**src/rtl/axi_resp_router_if.sv**
```systemverilog
// Handshake and response-path bundle between the AXI return router and its
// surroundings; the router takes the slave modport.
interface axi_resp_router_if #(
    parameter int DATA_W = 32
);
    logic              m_arvalid;
    logic              m_arready;
    logic              rd_slave2_sel;
    logic              m_awvalid;
    logic              m_awready;
    logic              wr_slave2_sel;

    logic [DATA_W-1:0] s1_rdata;
    logic [DATA_W-1:0] s2_rdata;
    logic [1:0]        s1_rresp;
    logic [1:0]        s2_rresp;
    logic              s1_rlast;
    logic              s2_rlast;
    logic              s1_rvalid;
    logic              s2_rvalid;
    logic              s1_rready;
    logic              s2_rready;

    logic [DATA_W-1:0] m_rdata;
    logic [1:0]        m_rresp;
    logic              m_rlast;
    logic              m_rvalid;
    logic              m_rready;

    logic [1:0]        s1_bresp;
    logic [1:0]        s2_bresp;
    logic              s1_bvalid;
    logic              s2_bvalid;
    logic              s1_bready;
    logic              s2_bready;

    logic [1:0]        m_bresp;
    logic              m_bvalid;
    logic              m_bready;

    logic              rd_full;
    logic              wr_full;
    logic              rd_ovf;
    logic              wr_ovf;

    modport slave (
        input  m_arvalid, m_arready, rd_slave2_sel,
        input  m_awvalid, m_awready, wr_slave2_sel,
        input  s1_rdata, s2_rdata, s1_rresp, s2_rresp,
        input  s1_rlast, s2_rlast, s1_rvalid, s2_rvalid,
        output s1_rready, s2_rready,
        output m_rdata, m_rresp, m_rlast, m_rvalid,
        input  m_rready,
        input  s1_bresp, s2_bresp, s1_bvalid, s2_bvalid,
        output s1_bready, s2_bready,
        output m_bresp, m_bvalid,
        input  m_bready,
        output rd_full, wr_full, rd_ovf, wr_ovf
    );

    modport master (
        output m_arvalid, m_arready, rd_slave2_sel,
        output m_awvalid, m_awready, wr_slave2_sel,
        output s1_rdata, s2_rdata, s1_rresp, s2_rresp,
        output s1_rlast, s2_rlast, s1_rvalid, s2_rvalid,
        input  s1_rready, s2_rready,
        input  m_rdata, m_rresp, m_rlast, m_rvalid,
        output m_rready,
        output s1_bresp, s2_bresp, s1_bvalid, s2_bvalid,
        input  s1_bready, s2_bready,
        input  m_bresp, m_bvalid,
        output m_bready,
        input  rd_full, wr_full, rd_ovf, wr_ovf
    );
endinterface

```
**src/rtl/axi_resp_router.sv**
```systemverilog
// Return-path router: per-channel order FIFOs steer R and B from the owning
// slave back to the master strictly in AR/AW issue order.
module axi_resp_router #(
    parameter int DATA_W = 32,
    parameter int DEPTH  = 4,
    parameter int PTR_W  = 2
) (
    input  logic             clk,
    input  logic             rst,
    axi_resp_router_if.slave bus
);
    localparam logic [PTR_W:0]   FULL_CNT = (PTR_W+1)'(DEPTH);
    localparam logic [PTR_W:0]   CNT_ONE  = (PTR_W+1)'(1);
    localparam logic [PTR_W-1:0] PTR_ONE  = PTR_W'(1);

    logic [DEPTH-1:0]  r_rd_mem;
    logic [PTR_W-1:0]  r_rd_wptr;
    logic [PTR_W-1:0]  r_rd_rptr;
    logic [PTR_W:0]    r_rd_cnt;
    logic              r_rd_ovf;

    logic [DEPTH-1:0]  r_wr_mem;
    logic [PTR_W-1:0]  r_wr_wptr;
    logic [PTR_W-1:0]  r_wr_rptr;
    logic [PTR_W:0]    r_wr_cnt;
    logic              r_wr_ovf;

    logic              w_rd_full;
    logic              w_rd_hv;
    logic              w_rd_sel;
    logic              w_rd_push;
    logic              w_rd_push_ok;
    logic              w_rd_pop;

    logic              w_wr_full;
    logic              w_wr_hv;
    logic              w_wr_sel;
    logic              w_wr_push;
    logic              w_wr_push_ok;
    logic              w_wr_pop;

    logic [DATA_W-1:0] w_rdata;
    logic [1:0]        w_rresp;
    logic              w_rlast;
    logic              w_rvalid;
    logic              w_s1_rready;
    logic              w_s2_rready;

    logic [1:0]        w_bresp;
    logic              w_bvalid;
    logic              w_s1_bready;
    logic              w_s2_bready;

    assign w_rd_full    = (r_rd_cnt == FULL_CNT);
    assign w_rd_hv      = (r_rd_cnt != '0);
    assign w_rd_sel     = r_rd_mem[r_rd_rptr];
    assign w_rd_push    = bus.m_arvalid & bus.m_arready;
    assign w_rd_push_ok = w_rd_push & ~w_rd_full;
    assign w_rd_pop     = w_rvalid & bus.m_rready & w_rlast;

    assign w_wr_full    = (r_wr_cnt == FULL_CNT);
    assign w_wr_hv      = (r_wr_cnt != '0);
    assign w_wr_sel     = r_wr_mem[r_wr_rptr];
    assign w_wr_push    = bus.m_awvalid & bus.m_awready;
    assign w_wr_push_ok = w_wr_push & ~w_wr_full;
    assign w_wr_pop     = w_bvalid & bus.m_bready;

    // Non-owning slave always sees ready low, so out-of-turn data is held.
    always_comb begin
        w_rdata     = '0;
        w_rresp     = '0;
        w_rlast     = 1'b0;
        w_rvalid    = 1'b0;
        w_s1_rready = 1'b0;
        w_s2_rready = 1'b0;
        if (w_rd_hv) begin
            if (w_rd_sel) begin
                w_rdata     = bus.s2_rdata;
                w_rresp     = bus.s2_rresp;
                w_rlast     = bus.s2_rlast;
                w_rvalid    = bus.s2_rvalid;
                w_s2_rready = bus.m_rready;
            end else begin
                w_rdata     = bus.s1_rdata;
                w_rresp     = bus.s1_rresp;
                w_rlast     = bus.s1_rlast;
                w_rvalid    = bus.s1_rvalid;
                w_s1_rready = bus.m_rready;
            end
        end
    end

    always_comb begin
        w_bresp     = '0;
        w_bvalid    = 1'b0;
        w_s1_bready = 1'b0;
        w_s2_bready = 1'b0;
        if (w_wr_hv) begin
            if (w_wr_sel) begin
                w_bresp     = bus.s2_bresp;
                w_bvalid    = bus.s2_bvalid;
                w_s2_bready = bus.m_bready;
            end else begin
                w_bresp     = bus.s1_bresp;
                w_bvalid    = bus.s1_bvalid;
                w_s1_bready = bus.m_bready;
            end
        end
    end

    // A push while full is dropped even if a pop frees a slot this cycle.
    always_ff @(posedge clk or posedge rst) begin
        if (rst) begin
            r_rd_mem  <= '0;
            r_rd_wptr <= '0;
            r_rd_rptr <= '0;
            r_rd_cnt  <= '0;
            r_rd_ovf  <= 1'b0;
        end else begin
            if (w_rd_push && w_rd_full)
                r_rd_ovf <= 1'b1;
            if (w_rd_push_ok) begin
                r_rd_mem[r_rd_wptr] <= bus.rd_slave2_sel;
                r_rd_wptr           <= r_rd_wptr + PTR_ONE;
            end
            if (w_rd_pop)
                r_rd_rptr <= r_rd_rptr + PTR_ONE;
            case ({w_rd_push_ok, w_rd_pop})
                2'b10:   r_rd_cnt <= r_rd_cnt + CNT_ONE;
                2'b01:   r_rd_cnt <= r_rd_cnt - CNT_ONE;
                default: r_rd_cnt <= r_rd_cnt;
            endcase
        end
    end

    always_ff @(posedge clk or posedge rst) begin
        if (rst) begin
            r_wr_mem  <= '0;
            r_wr_wptr <= '0;
            r_wr_rptr <= '0;
            r_wr_cnt  <= '0;
            r_wr_ovf  <= 1'b0;
        end else begin
            if (w_wr_push && w_wr_full)
                r_wr_ovf <= 1'b1;
            if (w_wr_push_ok) begin
                r_wr_mem[r_wr_wptr] <= bus.wr_slave2_sel;
                r_wr_wptr           <= r_wr_wptr + PTR_ONE;
            end
            if (w_wr_pop)
                r_wr_rptr <= r_wr_rptr + PTR_ONE;
            case ({w_wr_push_ok, w_wr_pop})
                2'b10:   r_wr_cnt <= r_wr_cnt + CNT_ONE;
                2'b01:   r_wr_cnt <= r_wr_cnt - CNT_ONE;
                default: r_wr_cnt <= r_wr_cnt;
            endcase
        end
    end

    assign bus.m_rdata   = w_rdata;
    assign bus.m_rresp   = w_rresp;
    assign bus.m_rlast   = w_rlast;
    assign bus.m_rvalid  = w_rvalid;
    assign bus.s1_rready = w_s1_rready;
    assign bus.s2_rready = w_s2_rready;

    assign bus.m_bresp   = w_bresp;
    assign bus.m_bvalid  = w_bvalid;
    assign bus.s1_bready = w_s1_bready;
    assign bus.s2_bready = w_s2_bready;

    assign bus.rd_full   = w_rd_full;
    assign bus.wr_full   = w_wr_full;
    assign bus.rd_ovf    = r_rd_ovf;
    assign bus.wr_ovf    = r_wr_ovf;
endmodule

```
**src/flat_wrapper.sv**
```systemverilog
// flat-port wrapper written by rule: the top's interface ports become plain ports
module axi_resp_router_flat 
#(
    parameter int DATA_W = 32,
    parameter int DEPTH  = 4,
    parameter int PTR_W  = 2
)
  (clk, rst, bus_m_arvalid, bus_m_arready, bus_rd_slave2_sel, bus_m_awvalid, bus_m_awready, bus_wr_slave2_sel, bus_s1_rdata, bus_s2_rdata, bus_s1_rresp, bus_s2_rresp, bus_s1_rlast, bus_s2_rlast, bus_s1_rvalid, bus_s2_rvalid, bus_s1_rready, bus_s2_rready, bus_m_rdata, bus_m_rresp, bus_m_rlast, bus_m_rvalid, bus_m_rready, bus_s1_bresp, bus_s2_bresp, bus_s1_bvalid, bus_s2_bvalid, bus_s1_bready, bus_s2_bready, bus_m_bresp, bus_m_bvalid, bus_m_bready, bus_rd_full, bus_wr_full, bus_rd_ovf, bus_wr_ovf);
  axi_resp_router_if #(.DATA_W(DATA_W)) bus_i ();
  input  logic clk;
  input  logic rst;
  input wire logic [$bits(bus_i.m_arvalid)-1:0] bus_m_arvalid;
  input wire logic [$bits(bus_i.m_arready)-1:0] bus_m_arready;
  input wire logic [$bits(bus_i.rd_slave2_sel)-1:0] bus_rd_slave2_sel;
  input wire logic [$bits(bus_i.m_awvalid)-1:0] bus_m_awvalid;
  input wire logic [$bits(bus_i.m_awready)-1:0] bus_m_awready;
  input wire logic [$bits(bus_i.wr_slave2_sel)-1:0] bus_wr_slave2_sel;
  input wire logic [$bits(bus_i.s1_rdata)-1:0] bus_s1_rdata;
  input wire logic [$bits(bus_i.s2_rdata)-1:0] bus_s2_rdata;
  input wire logic [$bits(bus_i.s1_rresp)-1:0] bus_s1_rresp;
  input wire logic [$bits(bus_i.s2_rresp)-1:0] bus_s2_rresp;
  input wire logic [$bits(bus_i.s1_rlast)-1:0] bus_s1_rlast;
  input wire logic [$bits(bus_i.s2_rlast)-1:0] bus_s2_rlast;
  input wire logic [$bits(bus_i.s1_rvalid)-1:0] bus_s1_rvalid;
  input wire logic [$bits(bus_i.s2_rvalid)-1:0] bus_s2_rvalid;
  output wire logic [$bits(bus_i.s1_rready)-1:0] bus_s1_rready;
  output wire logic [$bits(bus_i.s2_rready)-1:0] bus_s2_rready;
  output wire logic [$bits(bus_i.m_rdata)-1:0] bus_m_rdata;
  output wire logic [$bits(bus_i.m_rresp)-1:0] bus_m_rresp;
  output wire logic [$bits(bus_i.m_rlast)-1:0] bus_m_rlast;
  output wire logic [$bits(bus_i.m_rvalid)-1:0] bus_m_rvalid;
  input wire logic [$bits(bus_i.m_rready)-1:0] bus_m_rready;
  input wire logic [$bits(bus_i.s1_bresp)-1:0] bus_s1_bresp;
  input wire logic [$bits(bus_i.s2_bresp)-1:0] bus_s2_bresp;
  input wire logic [$bits(bus_i.s1_bvalid)-1:0] bus_s1_bvalid;
  input wire logic [$bits(bus_i.s2_bvalid)-1:0] bus_s2_bvalid;
  output wire logic [$bits(bus_i.s1_bready)-1:0] bus_s1_bready;
  output wire logic [$bits(bus_i.s2_bready)-1:0] bus_s2_bready;
  output wire logic [$bits(bus_i.m_bresp)-1:0] bus_m_bresp;
  output wire logic [$bits(bus_i.m_bvalid)-1:0] bus_m_bvalid;
  input wire logic [$bits(bus_i.m_bready)-1:0] bus_m_bready;
  output wire logic [$bits(bus_i.rd_full)-1:0] bus_rd_full;
  output wire logic [$bits(bus_i.wr_full)-1:0] bus_wr_full;
  output wire logic [$bits(bus_i.rd_ovf)-1:0] bus_rd_ovf;
  output wire logic [$bits(bus_i.wr_ovf)-1:0] bus_wr_ovf;
  assign bus_i.m_arvalid = bus_m_arvalid;
  assign bus_i.m_arready = bus_m_arready;
  assign bus_i.rd_slave2_sel = bus_rd_slave2_sel;
  assign bus_i.m_awvalid = bus_m_awvalid;
  assign bus_i.m_awready = bus_m_awready;
  assign bus_i.wr_slave2_sel = bus_wr_slave2_sel;
  assign bus_i.s1_rdata = bus_s1_rdata;
  assign bus_i.s2_rdata = bus_s2_rdata;
  assign bus_i.s1_rresp = bus_s1_rresp;
  assign bus_i.s2_rresp = bus_s2_rresp;
  assign bus_i.s1_rlast = bus_s1_rlast;
  assign bus_i.s2_rlast = bus_s2_rlast;
  assign bus_i.s1_rvalid = bus_s1_rvalid;
  assign bus_i.s2_rvalid = bus_s2_rvalid;
  assign bus_s1_rready = bus_i.s1_rready;
  assign bus_s2_rready = bus_i.s2_rready;
  assign bus_m_rdata = bus_i.m_rdata;
  assign bus_m_rresp = bus_i.m_rresp;
  assign bus_m_rlast = bus_i.m_rlast;
  assign bus_m_rvalid = bus_i.m_rvalid;
  assign bus_i.m_rready = bus_m_rready;
  assign bus_i.s1_bresp = bus_s1_bresp;
  assign bus_i.s2_bresp = bus_s2_bresp;
  assign bus_i.s1_bvalid = bus_s1_bvalid;
  assign bus_i.s2_bvalid = bus_s2_bvalid;
  assign bus_s1_bready = bus_i.s1_bready;
  assign bus_s2_bready = bus_i.s2_bready;
  assign bus_m_bresp = bus_i.m_bresp;
  assign bus_m_bvalid = bus_i.m_bvalid;
  assign bus_i.m_bready = bus_m_bready;
  assign bus_rd_full = bus_i.rd_full;
  assign bus_wr_full = bus_i.wr_full;
  assign bus_rd_ovf = bus_i.rd_ovf;
  assign bus_wr_ovf = bus_i.wr_ovf;
  axi_resp_router #(.DATA_W(DATA_W), .DEPTH(DEPTH), .PTR_W(PTR_W)) u_core (.clk(clk), .rst(rst), .bus(bus_i));
endmodule
```
**config.mk**
```make
export PLATFORM = sky130hd
export DESIGN_NAME = axi_resp_router_flat
export DESIGN_NICKNAME = d
export VERILOG_FILES = /design/src/rtl/axi_resp_router_if.sv /design/src/rtl/axi_resp_router.sv /design/src/flat_wrapper.sv
export SDC_FILE = /design/constraint.sdc
export NUM_CORES = 1
export LEC_CHECK = 0
export ABC_CLOCK_PERIOD_IN_PS = 2300
export CAP_MARGIN = 40
export CORE_ASPECT_RATIO = 1.2
export CORE_MARGIN = 1.5
export CORE_UTILIZATION = 32
export CTS_BUF_LIST = sky130_fd_sc_hd__clkbuf_2
export CTS_CLUSTER_DIAMETER = 100
export DETAILED_ROUTE_END_ITERATION = 7
export PLACE_DENSITY = 0.9
export SLEW_MARGIN = 40
export SYNTH_ARGS = -nofsm -noshare
export SYNTH_HDL_FRONTEND = slang
export SYNTH_SLANG_ARGS = --single-unit
```
**constraint.sdc**
```tcl
create_clock -name clk -period 2.3 [get_ports clk]
set_input_delay 0.23 -clock clk [delete_from_list [all_inputs] [get_ports clk]]
set_output_delay 0.23 -clock clk [all_outputs]
set_load 0.05 [all_outputs]
```
After elaboration in Yosys (flattened, before gate mapping)
Cells that the tools add are included.

operators by class
  bitwise logic cells = 9
  $add $sub $neg = 8
  magnitude comparators = 6
  mux-type cells = 32
  reduce and logical (&&, ||, !) cells = 8
  eq/ne operators = 6

operators by type and width
  operator                                                                              count
  32-bit 2-to-1 mux                                                                     2
  1-bit 2-to-1 mux                                                                      18
  2-bit by 3-bit less-than comparator with 1-bit output (second input constant)         4
  3-bit one-hot mux with 2 select lines                                                 2
  2-bit by 1-bit adder with 2-bit output (second input constant)                        4
  4-bit bitwise mux                                                                     2
  2-bit 2-to-1 mux                                                                      4
  1-bit AND                                                                             7
  3-bit by 1-bit adder with 3-bit output (second input constant)                        2
  3-bit equality test (second input constant)                                           2
  3-bit nonzero test                                                                    2
  3-bit by 1-bit subtractor with 3-bit output (second input constant)                   2
  1-bit binary-select mux with 2-bit select                                             2
  1-bit demux with 2-bit select                                                         2
  2-bit by 1-bit equality test with 1-bit output (second input constant)                2
  2-bit equality test (second input constant)                                           2
  2-bit by 1-bit greater-or-equal comparator with 1-bit output (second input constant)  2
  1-bit logical AND                                                                     4
  2-bit nonzero test                                                                    2
  1-bit inverter                                                                        2

storage, ports and cells
  logic and storage cells = 79
  output and inout port bits = 47
  bits in registers = 24
  input bits = 88

Longest topological paths before layout
Gate-level depths: netlist (run 1).

  word-level depth = 8
  mapped depth = 9
  depth with buffers taken out = 9

Least setup slack after synthesis (run 1)
OpenSTA, ideal clock, no wires.

  path type = register to register
  start = register u_core.r_wr_cnt[0]
  end = register u_core.r_wr_cnt[2]
  setup time = 0.079 ns
  buffers on the path = 0
  cell stages (with the launch flop) = 10
  slack = -0.982 ns
  required time = 2.221 ns
  period minus slack after synthesis = 3.282 ns
  data arrival time = 3.203 ns
  cell sequence = dfrtp_1 -> nor3b_1 -> nor2_1 -> inv_1 -> ha_1 -> inv_1 -> fa_1 -> xor2_1 -> nor2_1 -> xor2_1

on the way
  word-level cells in the longest chain between the ends = 5
  elaborated cells between the ends (all ways) = 12
  classes of those cells = 2 x add/sub; 3 x eq/ne; 2 x mux; 3 x bitwise; 2 x reduce/logical

RTL lines
  element                                                                                       RTL line                text
  start: declaration                                                                            axi_resp_router.sv:25   logic [PTR_W:0] r_wr_cnt;
  start signal: assignment                                                                      axi_resp_router.sv:153  2'b10: r_wr_cnt <= r_wr_cnt + CNT_ONE;
  start signal: assignment                                                                      axi_resp_router.sv:154  2'b01: r_wr_cnt <= r_wr_cnt - CNT_ONE;
  start signal: assignment                                                                      axi_resp_router.sv:155  default: r_wr_cnt <= r_wr_cnt;
  3-bit equality test *                                                                         axi_resp_router.sv:61   assign w_wr_full = (r_wr_cnt == FULL_CNT);
  net bus_wr_full                                                                               flat_wrapper.sv:43      output wire logic [$bits(bus_i.wr_full)-1:0] bus_wr_full;
  1-bit inverter *                                                                              axi_resp_router.sv:65   assign w_wr_push_ok = w_wr_push & ~w_wr_full;
  1-bit AND *                                                                                   axi_resp_router.sv:65
  2-bit by 1-bit equality test with 1-bit output / 2-bit equality test (equally long branches)  axi_resp_router.sv:152  case ({w_wr_push_ok, w_wr_pop})
  3-bit one-hot mux with 2 select lines / 2-bit nonzero test (equally long branches)            n/a

Mark *: on every way through the listed nets, which the timed path passes. The rest lies on a longest branch.
A chain may end at the register's enable or synchronous reset.

Final worst setup path (run 1)
  start = register u_core.r_rd_rptr[0]
  end = register u_core.r_rd_cnt[1]

on the way
  word-level cells in the longest chain between the ends = 8
  elaborated cells between the ends (all ways) = 12
  classes of those cells = 2 x eq/ne; 7 x mux; 2 x bitwise; 1 x reduce/logical

RTL lines
  element                                                                                       RTL line                text
  start: declaration                                                                            axi_resp_router.sv:18   logic [PTR_W-1:0] r_rd_rptr;
  start signal: assignment                                                                      axi_resp_router.sv:127  r_rd_rptr <= r_rd_rptr + PTR_ONE;
  1-bit binary-select mux with 2-bit select *                                                   axi_resp_router.sv:56   assign w_rd_sel = r_rd_mem[r_rd_rptr];
  1-bit 2-to-1 mux (not written as such) *                                                      axi_resp_router.sv:56
  1-bit 2-to-1 mux                                                                              axi_resp_router.sv:77   if (w_rd_sel) begin
  1-bit 2-to-1 mux                                                                              axi_resp_router.sv:76   if (w_rd_hv) begin
  1-bit AND                                                                                     axi_resp_router.sv:59   assign w_rd_pop = w_rvalid & bus.m_rready & w_rlast;
  1-bit AND *                                                                                   axi_resp_router.sv:59
  net u_core.w_rd_pop                                                                           axi_resp_router.sv:33   logic w_rd_pop;
  2-bit by 1-bit equality test with 1-bit output / 2-bit equality test (equally long branches)  axi_resp_router.sv:128  case ({w_rd_push_ok, w_rd_pop})
  3-bit one-hot mux with 2 select lines / 2-bit nonzero test (equally long branches)            n/a
  end signal: assignment                                                                        axi_resp_router.sv:129  2'b10: r_rd_cnt <= r_rd_cnt + CNT_ONE;
  end signal: assignment                                                                        axi_resp_router.sv:130  2'b01: r_rd_cnt <= r_rd_cnt - CNT_ONE;
  end signal: assignment                                                                        axi_resp_router.sv:131  default: r_rd_cnt <= r_rd_cnt;
  end: declaration                                                                              axi_resp_router.sv:19   logic [PTR_W:0] r_rd_cnt;

Mark *: on every way through the listed nets, which the timed path passes. The rest lies on a longest branch. The select of a mux whose other input is x is not followed.

==> summary by stage, run 1 <==
Place
The number of cells after detailed placement is 396. The estimated wirelength of the detail-placed design is 5220 um. The count of buffers added on input and output ports is 134. Routability-driven placement finished with a final weighted congestion of 0.798.

Timing
The final period utilization is 1.05. In this run the tightest slew margin relative to its limit is 0.640. The clock arrives with 0.0105 ns of skew.

The worst setup slack after layout is -0.105 ns. The final number of hold-violating endpoints is 0. The transition time at the pin with the least slew margin is 0.540 ns. Based on the critical path, the design can be clocked at up to 416 MHz. Setup violations remaining at the end of the flow were counted as 18. Setup repair after global routing could not meet its margin everywhere. The count of final max-slew check failures is 0. The time the final worst path needs with I/O delays and setup is 2.41 ns.

Synthesis
The total standard cell area after synthesis is 0.00183 mm2. The number of distinct library cell variants in the gate-level netlist after synthesis is 21. The number of instances in the synthesized netlist is 192. The share of synthesized area in the top cell type comes to 0.328. For this run, the number of Yosys warnings is 0.

The number of synthesized register bits is 24. Synthesis produced a netlist with a net count of 292. The average footprint of a synthesized cell is 9.53 um2.

The sequential-to-total area share from yosys stat is 0.328. By area the synthesized netlist is led by sky130_fd_sc_hd__dfrtp_1 33%, sky130_fd_sc_hd__mux2i_1 22%, sky130_fd_sc_hd__nor2_1 9.6%, sky130_fd_sc_hd__ha_1 6.8%, sky130_fd_sc_hd__mux2_2 6.2%. The library cell occupying the most area in the post-synthesis netlist is sky130_fd_sc_hd__dfrtp_1.

Setup path
The setup path with the least slack is of type flop to flop. For the worst setup path, the data arrival time is 2.67 ns. The delay of the slowest critical-path stage is 0.60 ns. The cell with the largest stage delay on the worst path is sky130_fd_sc_hd__mux4_2. The signal on the critical path passes through mux4_2, mux2_4, nor2_4, ha_4, fa_2, mux2_2.

The critical path endpoint category is a flop. In this run the worst path has a maximum fanout of 3. At the worst endpoint, the required time is 2.57 ns. The worst setup path is launched from a flop.

Clock tree
The clock transition time at the flip-flop clock pins of the worst setup and hold paths is 0.23 ns. The H-tree level count is 1. TritonCTS built the clock tree.

The number of clock buffers added by TritonCTS is 3. For the worst-skew pair, the clock arrives at the later sink with an insertion delay of 0.34 ns. The buffer type at the clock tree root is sky130_fd_sc_hd__clkbuf_2. For this design, the sink count on the clock tree is 24.

The clock passes through at most 2 buffers.

Floorplan
The initial utilization of the core area, before any placement, comes to 0.327. The floorplan core area is 0.00559 mm2. The floorplan step defined a die boundary enclosing 0.00618 mm2.

The height of the chip is 85.8 um. The number of rows created at floorplan is 30. During I/O placement, the number of pins put on the boundary was 135. Measured along the x axis, the die boundary spans 72.0 um.

Routing
In the routed design, unresolved DRC markers number 0. The routed length per placed instance is 16.6 um. Dividing the detail-routed via count by the number of cells gives 4.86.

For this block, the initial DRC count from the detailed router was 46. The post-detailed-routing wire length is 6750 um. The detailed-route via count is 1972. The count of nets left with antenna violations once routing finished came out at 0. The first detailed-routing pass ran for 4 iterations.

GRT
Entering global routing, the biggest net connects 39 pins. The total global-route track usage is 0.199. The initial antenna violation count was 0. The via count of the first global-routing pass is 1982. The global-route wire length before repair is 9800 um. Summed over all layers, the global routing overflow is 0.

Hold path
The type of the most critical hold path is input port to async pin.

Final layout
The number of antenna diodes is 0. The final layout contains 443 nets. The share of post-route cells with drive strength above 1 is 0.360. Leaving out filler cells and counting taps, the final layout contains 406. The most common cell after layout, fill and taps aside is sky130_fd_sc_hd__clkdlybuf4s50_1. Measured on the finished design, the core utilization comes to 0.711. The area growth from synthesis to layout is 117%.

After filler insertion, the fill cell instance count of the layout stands at 384. In the layout the commonest cells are 90 x sky130_fd_sc_hd__clkdlybuf4s50_1, 42 x sky130_fd_sc_hd__buf_12, 32 x sky130_fd_sc_hd__mux2i_1, 26 x sky130_fd_sc_hd__nor2_2, 24 x sky130_fd_sc_hd__dfrtp_1.

Outcome
The flow ran to the end, but the final reports show violations. The checks that failed: setup timing.

Run
Across the run, the number of max-cap violations was 0.
==> worst paths after layout <==
path | from | to | slack [ns] | depth (start not counted)
min reg2reg | u_core.bus.wr_ovf$_DFFE_PP0P_ | u_core.bus.wr_ovf$_DFFE_PP0P_ | 0.51 | 1
max in group asynchronous | rst | u_core.r_wr_mem[3]$_DFFE_PP0P_ | 1.87 | 3
min in group clk | u_core.bus.wr_ovf$_DFFE_PP0P_ | u_core.bus.wr_ovf$_DFFE_PP0P_ | 0.51 | 1
max reg2reg | u_core.r_rd_rptr[0]$_DFFE_PP0P_ | u_core.r_rd_cnt[1]$_DFFE_PP0P_ | -0.11 | 6
min | rst | u_core.bus.rd_ovf$_DFFE_PP0P_ | 0.18 | 3
max | u_core.r_rd_rptr[0]$_DFFE_PP0P_ | u_core.r_rd_cnt[1]$_DFFE_PP0P_ | -0.11 | 6
==> routing by layer <==
metal  up-vias  routed length [um]  GRT usage
met4         0                 137     0.0429
li1        942                   -          -
met1       918                2480      0.228
met2       100                3640      0.379
met3        12                 498     0.0364
met5         -                   0          0
==> cells in the mapped netlist <==
master	n
sky130_fd_sc_hd__xnor2_1	5
sky130_fd_sc_hd__nor3_1	2
sky130_fd_sc_hd__nor3b_1	3
sky130_fd_sc_hd__buf_4	2
sky130_fd_sc_hd__o21ai_0	2
sky130_fd_sc_hd__buf_2	2
sky130_fd_sc_hd__mux2_2	10
sky130_fd_sc_hd__nor2_1	47
sky130_fd_sc_hd__a31o_2	2
sky130_fd_sc_hd__nand2_1	14
sky130_fd_sc_hd__dfrtp_1	24
sky130_fd_sc_hd__nand2b_1	2
sky130_fd_sc_hd__nor3b_2	1
sky130_fd_sc_hd__xor2_1	7
sky130_fd_sc_hd__clkbuf_1	3
sky130_fd_sc_hd__mux4_2	2
sky130_fd_sc_hd__inv_1	10
sky130_fd_sc_hd__ha_1	10
sky130_fd_sc_hd__nor2b_1	2
sky130_fd_sc_hd__fa_1	2
sky130_fd_sc_hd__mux2i_1	40
==> sequential cells by signal, summed over array words and instances (netlist names) <==
| register | flops |
|---|---|
| u_core.bus.rd_ovf | 1 |
| u_core.r_rd_cnt | 3 |
| u_core.r_rd_mem | 4 |
| u_core.r_wr_rptr | 2 |
| u_core.r_wr_cnt | 3 |
| u_core.bus.wr_ovf | 1 |
| u_core.r_wr_wptr | 2 |
| u_core.r_wr_mem | 4 |
| u_core.r_rd_rptr | 2 |
| u_core.r_rd_wptr | 2 |
==> cells by family (layout without fill, tap and decap cells) <==
group | after synthesis | in the layout | synth area share
muxes | 52 | 52 | 0.305
DFF | 24 | 24 | 0.328
AOI/OAI and AO/OA | 4 | 4 | 0.0150
xor gates and xnor gates | 12 | 12 | 0.0575
adders and majority gates | 12 | 12 | 0.0903
and+or+nand+nor | 71 | 71 | 0.163
buffers and inverters | 17 | 167 | 0.0404
==> layout make-up <==
class	count	area, um2	share of cell area
Tap cell	64	80.1	0.0202
Clock inverter	1	3.75	0.000945
Inverter	10	37.5	0.00945
Multi-Input combinational cell	151	1320	0.331
Sequential cell	24	601	0.151
Timing Repair Buffer	153	1920	0.484
Clock buffer	3	15.0	0.00378
==> what timing repair did <==
item,4_1_cts,5_1_grt
hold buffers,0,0
resized for setup,9,23
setup buffers,3,2
endpoints found under the setup margin,40,41
pin swaps,7,11
gates cloned,0,1
==> per-stage QoR <==
step	hold slack [ns]	worst slack (ns)	instance area, um2	setup TNS (ns)
finish	0.178	-0.105	3970	-0.459
global route	0.239	-0.179	3970	-3.43
detailed placement	0.464	-0.0700	3790	-0.138
floorplan	0.245	-0.0360	1890	-0.0360
global placement	0.453	0.0200	3790	0
CTS	0.199	-0.0392	3870	-0.324
==> critical path: cells and delay by family, from the launching register on <==
family	cells	cell delay, ns
adder cells (fa/ha/maj)	2	0.57
flip-flops	1	0.43
AND/OR/NAND/NOR	1	0.11
multiplexers	3	1.22
Power of run 1 is not shown: default switching activity piles up to over one toggle a cycle in this logic, so the estimate is an artifact.
==> run 2, diff against run 1 <==
- CORE_ASPECT_RATIO: 1.2 -> 1.75
==> run 2 against run 1 <==
Against the previous run:
- the run still ends with setup timing left
- global-route usage up 0.37 points
- core utilization up 1.1 points
- sequential cell count unchanged
- critical path depth unchanged
- first-iteration DRC count up 50%
- wire length up 1.6%
- non-clock buffer count unchanged
- hold slack better by 0.044 ns
- via count up 0.46%
- count of clock-buffer cells in the layout unchanged
- sequential share of layout area down 0.095 points
- cell area up 0.63%
- critical endpoint unchanged
==> summary by stage, run 2 (same netlist as run 1, synthesis figures left out) <==
Routing
After detailed routing, the average wire length per cell comes to 16.5 um. The number of DRC violations after detailed routing is 0. The detailed-route via count is 1981. The number of detailed-route iterations in the first pass is 4. The per-cell via count in the routed design is 4.75. Summed over all layers, the routed wires come to 6860 um. The violation count after the first detailed-route iteration is 69. Once detail routing completed, the nets flagged for antenna violations numbered 0.

Setup path
The critical setup path kind is flop to flop. The worst register-to-register path ends at u_core.r_rd_cnt[1]$_DFFE_PP0P_. The worst register-to-register path begins at u_core.r_rd_rptr[0]$_DFFE_PP0P_. The worst setup path is captured at a flop. The data arrival time at the worst-slack endpoint is 2.61 ns.

Counting cells, the worst reg-to-reg path comes to 6. The internal reg-to-reg setup slack is -0.09 ns. The type of origin of the critical path is a flop. The data required time of the critical path is 2.52 ns. In this run the worst path has a maximum fanout of 2.

Floorplan
The height of the chip is 103 um. The boundary pin count is 135. After floorplanning, the core was sized to cover 0.00554 mm2. The number of rows created at floorplan is 36.

For this configuration, the core starts out at a cell density of 0.330. The width of the die is 60.2 um. The die footprint is 0.00620 mm2.

Timing
Summed over all failing endpoints, the final setup total negative slack is -0.148 ns. Setup repair after global routing could not meet its margin everywhere. The maximum clock rate is 418 MHz.

The count of final max-slew check failures was 0. The final number of hold-violating endpoints is 0. The final period utilization is 1.04. The tightest slew margin relative to the limit is 0.630.

Once routing completed, OpenROAD measured the worst setup slack at -0.0907 ns. Setup violations remaining at the end of the flow were counted as 2. At the pin with the least slew margin, the transition time is 0.555 ns.

The worst clock skew is 0.00230 ns. The time the final worst path needs with I/O delays and setup is 2.39 ns.

Final layout
The final core utilization is 0.722. After filler insertion, the fill cell instance count of the layout stands at 366. The library cell used most frequently in the layout, excluding fill and tap cells, is sky130_fd_sc_hd__clkdlybuf4s50_1.

The net count of the finished layout is 443. After routing the design area is 0.00400 mm2. The library cells used most frequently in the layout, excluding fill and tap cells, are 90 x sky130_fd_sc_hd__clkdlybuf4s50_1, 42 x sky130_fd_sc_hd__buf_12, 35 x sky130_fd_sc_hd__mux2i_1, 32 x sky130_fd_sc_hd__nor2_2, 24 x sky130_fd_sc_hd__dfrtp_1. The layout overhead on the synthesized area is 119%. In the final layout, the registers with the most flip-flops are u_core.r_rd_mem: 4 flops, u_core.r_wr_mem: 4 flops. The share of post-route cells with drive strength above 1 is 0.375. The number of antenna diodes in the final layout is 0.

GRT
The global-route wire length before repair is 9500 um. The via count of the first global-routing pass is 2020. For this run the aggregate overflow at the end of global routing stands at 0. For this run, the total global-route usage over all layers was measured as 0.203. The initial antenna violation count came to 0. Entering global routing, the biggest net connects 39 pins.

Outcome
The checks that failed: setup timing. The flow ran to the end, but the final reports show violations.

Place
The wire-length estimate of the detail-placed layout is 5320 um. The port buffer count is 134. The routability congestion estimate from global placement is 0.746. The placed instances occupy a cell area of 0.00381 mm2.

Timing analysis after detailed placement gives a worst setup slack of -0.0930 ns.

Clock tree
The clock transition time at the flip-flop clock pins of the worst setup and hold paths is 0.19 ns. In this run the number of H-tree levels came out at 1. The clock drives 24 sinks.

The root buffer cell chosen for the clock tree is sky130_fd_sc_hd__clkbuf_2. The number of hold buffers added after CTS was 0. The number of buffers inserted during clock tree synthesis is 3.

The clock tree from TritonCTS is yes. Counting along the longest clock path gives a buffer depth of 2. The clock latency on the worst-skew pair is 0.30 ns.

Hold path
In this run the worst hold path is classified as input port to async pin.

Run
The number of max-capacitance violations reported is 0.
==> run 2: changes by cell type in the layout (fill, tap and decap cells not counted), sizes merged <==
cell | previous run | this run
buf | 61 | 62
clkbuf | 4 | 3
clkinv | 1 | 0
==> run 2: metrics by stage <==
stage | instances | hold slack, ns
after floorplan | 192 | 0.245
after global placement | 409 | 0.459
after detailed placement | 409 | 0.473
after CTS | 417 | 0.215
after global routing | 417 | 0.243
final | 417 | 0.221
==> run 2: final cells by class <==
type | instances | area (um2) | share of cell area
inverters | 10 | 37.5 | 0.00939
clock buffers | 3 | 15.0 | 0.00375
flip-flops and latches | 24 | 601 | 0.150
multi-input cells | 151 | 1340 | 0.336
repair buffers | 153 | 1910 | 0.477
well taps | 76 | 95.1 | 0.0238
==> run 2: how the worst max path moves through the flow <==
stage	cells after the start	start	end
2_1_floorplan	9	u_core.r_wr_rptr[0]$_DFFE_PP0P_	u_core.r_wr_cnt[2]$_DFFE_PP0P_
3_3_place_gp	8	u_core.r_rd_rptr[0]$_DFFE_PP0P_	u_core.r_rd_cnt[2]$_DFFE_PP0P_
3_5_place_dp	9	u_core.r_wr_rptr[0]$_DFFE_PP0P_	u_core.r_wr_cnt[2]$_DFFE_PP0P_
4_1_cts	9	u_core.r_wr_rptr[0]$_DFFE_PP0P_	u_core.r_wr_cnt[2]$_DFFE_PP0P_
5_1_grt	6	u_core.r_rd_rptr[0]$_DFFE_PP0P_	u_core.r_rd_cnt[1]$_DFFE_PP0P_
6_report	6	u_core.r_rd_rptr[0]$_DFFE_PP0P_	u_core.r_rd_cnt[1]$_DFFE_PP0P_
==> run 2: critical path, stage by stage, from the launching register on <==
cell                      delay, ns
sky130_fd_sc_hd__dfrtp_1       0.42
sky130_fd_sc_hd__mux4_2        0.57
sky130_fd_sc_hd__mux2_4        0.35
sky130_fd_sc_hd__nor2_4        0.13
sky130_fd_sc_hd__ha_4          0.15
sky130_fd_sc_hd__fa_2          0.43
sky130_fd_sc_hd__mux2_2        0.27
==> run 2: routing by layer <==
layer | wire length (um) | vias up | GRT usage
met5 | 0 | - | 0
met4 | 131 | 0 | 0.0632
met3 | 506 | 10 | 0.0326
met2 | 3930 | 95 | 0.394
met1 | 2300 | 937 | 0.212
li1 | - | 939 | -
==> run 2: what timing repair did <==
action                     CTS  global route
setup endpoints to repair   40            43
gates resized for setup     10            30
pin swaps                    5            12
buffers inserted             5             1
Power of run 2 is left out for the same reason.
==> variant 1 (flow settings as in run 1) <==
`PTR_W` is set to 2 in 2 places; all go to 3.
--- a/src/rtl/axi_resp_router.sv
+++ b/src/rtl/axi_resp_router.sv
@@ -3,7 +3,7 @@
 module axi_resp_router #(
     parameter int DATA_W = 32,
     parameter int DEPTH  = 4,
-    parameter int PTR_W  = 2
+    parameter int PTR_W  = 3
 ) (
     input  logic             clk,
     input  logic             rst,
--- a/src/flat_wrapper.sv
+++ b/src/flat_wrapper.sv
@@ -3,7 +3,7 @@
 #(
     parameter int DATA_W = 32,
     parameter int DEPTH  = 4,
-    parameter int PTR_W  = 2
+    parameter int PTR_W  = 3
 )
   (clk, rst, bus_m_arvalid, bus_m_arready, bus_rd_slave2_sel, bus_m_awvalid, bus_m_awready, bus_wr_slave2_sel, bus_s1_rdata, bus_s2_rdata, bus_s1_rresp, bus_s2_rresp, bus_s1_rlast, bus_s2_rlast, bus_s1_rvalid, bus_s2_rvalid, bus_s1_rready, bus_s2_rready, bus_m_rdata, bus_m_rresp, bus_m_rlast, bus_m_rvalid, bus_m_rready, bus_s1_bresp, bus_s2_bresp, bus_s1_bvalid, bus_s2_bvalid, bus_s1_bready, bus_s2_bready, bus_m_bresp, bus_m_bvalid, bus_m_bready, bus_rd_full, bus_wr_full, bus_rd_ovf, bus_wr_ovf);
   axi_resp_router_if #(.DATA_W(DATA_W)) bus_i ();
Formal check against the unedited RTL: not equivalent (a bounded check fails within 10 cycles, from zero or initial values and one cycle with rst high).
==> variant 1 against run 1 <==
  * The flow still finishes with violations (setup timing)
  * Design area grew 8.1%
  * Routed wire length grew 14%
  * Largest cell class unchanged
  * Non-clock buffer count grew 12
  * Sequential cell count grew 4
  * Setup slack lost 0.12 ns
  * Synthesized area grew 19%
Power is left out: the tool's default activity adds up to more than one toggle a clock period on the data nets, which glitch-free logic cannot reach.
==> variant 1: results (changes against run 1) <==
{
  "run_status": {"value": "finished, violations left"},
  "failed_checks": {"value": "setup timing"},
  "timing.clock.skew": {"value": 0.006108, "unit": "ns", "change": "-0.004393 ns"},
  "cts.clk_slew.worst_paths": {"value": 0.26, "unit": "ns", "change": "+0.03 ns"},
  "grt_max_degree": {"value": 38, "change": "-2.6%"},
  "nFillCells": {"value": 493, "change": "+28%"},
  "relSlewSlack": {"value": 0.6549, "change": "+0.01538"},
  "dpl-instance-area": {"value": 0.004126, "unit": "mm²", "change": "+9.0%"},
  "post_synth_fa_ha_maj_area_fraction": {"value": 0.1011, "change": "+0.01086"},
  "grt_first_pass_wirelength": {"value": 11870, "unit": "µm", "change": "+21%"},
  "synthXorXnorAreaFrac": {"value": 0.05632, "change": "-0.001134"},
  "dp_cells": {"value": 502, "change": "+27%"},
  "final_critical_path_setup_slack": {"value": -0.2204, "unit": "ns", "change": "-0.1152 ns"},
  "worst_hold_slack": {"value": 0.1889, "unit": "ns", "change": "+0.01127 ns"},
  "layout-drive-gt1-share": {"value": 0.2664, "change": "-0.09329"},
  "routed-wl-met3": {"value": 753, "unit": "µm", "change": "+51%"},
  "fin_cells": {"value": 513, "change": "+26%"},
  "preCtsSetupSlack": {"value": -0.1465, "unit": "ns", "change": "-0.07650 ns"},
  "top_post_synthesis_cells_by_count": {"value": "nand2_1, a21oi_1, dfrtp_1"},
  "synth_mux_area_frac": {"value": 0.1138, "change": "-0.1913"},
  "m1WireLength": {"value": 2922, "unit": "µm", "change": "+18%"},
  "globalRouteTotalUtil": {"value": 0.2034, "change": "+0.004405"},
  "postSynthNetCount": {"value": 377, "change": "+29%"},
  "wl_met2": {"value": 4030, "unit": "µm", "change": "+11%"},
  "clk_latency": {"value": 0.36, "unit": "ns", "change": "+0.02 ns"},
  "slowest_delay": {"value": 0.55, "unit": "ns", "change": "-0.05 ns"},
  "hpwlAfterDp": {"value": 6185, "unit": "µm", "change": "+19%"},
  "gp_routability_congestion": {"value": 0.8651, "change": "+8.5%"},
  "synth_sequential_area_ratio": {"value": 0.3218, "change": "-0.006478"},
  "setup-tns-final": {"value": -0.8348, "unit": "ns", "change": "-0.3758 ns"},
  "drt-pass1-iter-count": {"value": 6, "change": "+2"},
  "totalWireLength": {"value": 7722, "unit": "µm", "change": "+14%"},
  "yosys-top-cells-area": {"value": "dfrtp_1, nand2_1, ha_1, a21oi_1, mux2i_1"},
  "finalSetupViolCount": {"value": 11, "change": "-7"}
}
==> variant 1: changes by cell type after synthesis, sizes merged, moves of 4 or more <==
cell   before  now
o21ai       2    8
buf         4   10
mux2i      40    9
nor2       47   12
dfrtp      24   28
a21oi       0   39
ha         10   16
nand2      14   85
nand3       0    6
==> variant 1: what timing repair did <==
action / CTS / global route
gates resized for setup: 9 / 18
setup endpoints to repair: 34 / 45
pin swaps: 0 / 8
buffers inserted: 4 / 3
==> variant 1: final cells by class <==
class / count / area, µm² / area share
Clock buffer: 3 / 15.01 / 0.003494
Clock inverter: 1 / 3.754 / 0.0008736
Inverter: 12 / 47.55 / 0.01107
Multi-Input combinational cell: 219 / 1535 / 0.3573
Sequential cell: 28 / 703.2 / 0.1637
Tap cell: 85 / 106.4 / 0.02475
Timing Repair Buffer: 165 / 1886 / 0.4388
==> variant 1: routing by layer <==
metal / global-route usage / vias up
met4: 0.03869 / 0
met5: 0 / -
met3: 0.06927 / 2
met1: 0.2214 / 1190
met2: 0.3812 / 106
li1: - / 1213
==> variant 2 (config.mk and constraints of run 1) <==
Without the edit above. Reset style: synchronous (`rst`), changed in 2 clocked blocks.
--- a/src/rtl/axi_resp_router.sv
+++ b/src/rtl/axi_resp_router.sv
@@ -109,7 +109,7 @@
     end
 
     // A push while full is dropped even if a pop frees a slot this cycle.
-    always_ff @(posedge clk or posedge rst) begin
+    always_ff @(posedge clk) begin
         if (rst) begin
             r_rd_mem  <= '0;
             r_rd_wptr <= '0;
@@ -133,7 +133,7 @@
         end
     end
 
-    always_ff @(posedge clk or posedge rst) begin
+    always_ff @(posedge clk) begin
         if (rst) begin
             r_wr_mem  <= '0;
             r_wr_wptr <= '0;
Behaviour: differs if rst is asserted again (counterexample within 4 cycles, from zero or initial values and one cycle with rst high); with rst held inactive, the same outputs for 4 cycles.
==> variant 2 against run 1 <==
  * Synthesized area is 0.55% higher
  * The run still ends with setup timing left
  * Non-clock buffer count did not move
  * Sequential share of layout area fell by 2.7 points
  * Cell count grew 18%
  * Routed wire length is 14% higher
  * Design area decreased by 1.0%
  * Sequential cell count unchanged
  * Worst hold slack better by 0.30 ns
  * Setup slack got worse by 0.078 ns
Power is left out: it rests on default switching activity, and per cell area and clock period it moved more than threefold.
==> variant 2: results (changes against run 1) <==
{
  "layout-drive-gt1-share": {"value": 0.2947, "change": "-0.06496"},
  "postSynthNetCount": {"value": 376, "change": "+29%"},
  "synthArstFlopShare": {"value": 0, "change": "-1.000"},
  "timing.clock.skew": {"value": 0.004002, "unit": "ns", "change": "-0.006499 ns"},
  "worst_hold_slack": {"value": 0.4804, "unit": "ns", "change": "+0.3028 ns"},
  "buffer_area_frac": {"value": 0.4781, "change": "-0.005574"},
  "path_category_of_the_worst_min_delay_check": {"value": "primary input to register"},
  "yosys-top-cells-area": {"value": "dfxtp_1, nand2_1, a21oi_1, ha_1, mux2i_1"},
  "routed-wl-met3": {"value": 395, "unit": "µm", "change": "-21%"},
  "inv_count": {"value": 20, "change": "+10"},
  "dp_cells": {"value": 471, "change": "+19%"},
  "run_status": {"value": "finished, violations left"},
  "finalSetupViolCount": {"value": 2, "change": "-16"},
  "failed_checks": {"value": "setup timing"},
  "final_critical_path_setup_slack": {"value": -0.1828, "unit": "ns", "change": "-0.07760 ns"},
  "synth_sequential_area_ratio": {"value": 0.2612, "change": "-0.06709"},
  "timing.reg2reg.worst_path_depth": {"value": 9, "change": "+3"},
  "global_route.usage.met2": {"value": 0.3906, "change": "+0.01178"},
  "viasPerCell": {"value": 5.134, "change": "+5.7%"},
  "dpl-instance-area": {"value": 0.003829, "unit": "mm²", "change": "+1.1%"},
  "num-nets-final": {"value": 516, "change": "+16%"},
  "setup-tns-final": {"value": -0.2556, "unit": "ns", "change": "+0.2035 ns"},
  "post_synth_inst_count": {"value": 276, "change": "+44%"},
  "num-multi-input-gates": {"value": 214, "change": "+42%"},
  "worst-slew-pin-transition": {"value": 0.5837, "unit": "ns", "change": "+0.04381 ns"},
  "top_post_synthesis_cells_by_count": {"value": "nand2_1, a21oi_1, dfxtp_1"},
  "synthDistinctLibCells": {"value": 27, "change": "+29%"},
  "globalRouteTotalUtil": {"value": 0.2108, "change": "+0.01177"},
  "grt_max_degree": {"value": 38, "change": "-2.6%"},
  "regArea": {"value": 486.7, "unit": "µm²", "change": "-19%"},
  "setup.worst_path.start": {"value": "u_core.r_wr_rptr[0]"},
  "m1WireLength": {"value": 2868, "unit": "µm", "change": "+16%"},
  "grt_pass1_vias": {"value": 2270, "change": "+15%"},
  "area_growth_syn_to_layout": {"value": 113.9, "unit": "%"},
  "cts_setup_buffers": {"value": 0, "change": "-3"}
}
[variant 2: cell count changes in the layout (fill, tap and decap cells not counted), sizes merged, moves of 7 or more]
| cell | before | now |
|---|---|---|
| inv | 10 | 20 |
| nor2 | 47 | 20 |
| dfrtp | 24 | 0 |
| o21ai | 2 | 12 |
| a21oi | 0 | 50 |
| mux2 | 10 | 3 |
| mux2i | 40 | 8 |
| dfxtp | 0 | 24 |
| nand3 | 0 | 8 |
| nand2 | 14 | 74 |
[variant 2: worst min-delay path, stage by stage]
cell             delay [ns]
clkdlybuf4s50_1        0.42
a31oi_1                0.13
nor2_1                 0.05
[variant 2: cells by family after synthesis]
group	after synthesis	share of synthesized area
and+or+nand+nor	118	0.2707
buffers and inverters	38	0.08163
xor gates and xnor gates	6	0.02858
adders and majority gates	12	0.08980
DFF	24	0.2612
muxes	13	0.08843
AOI/OAI and AO/OA	65	0.1796
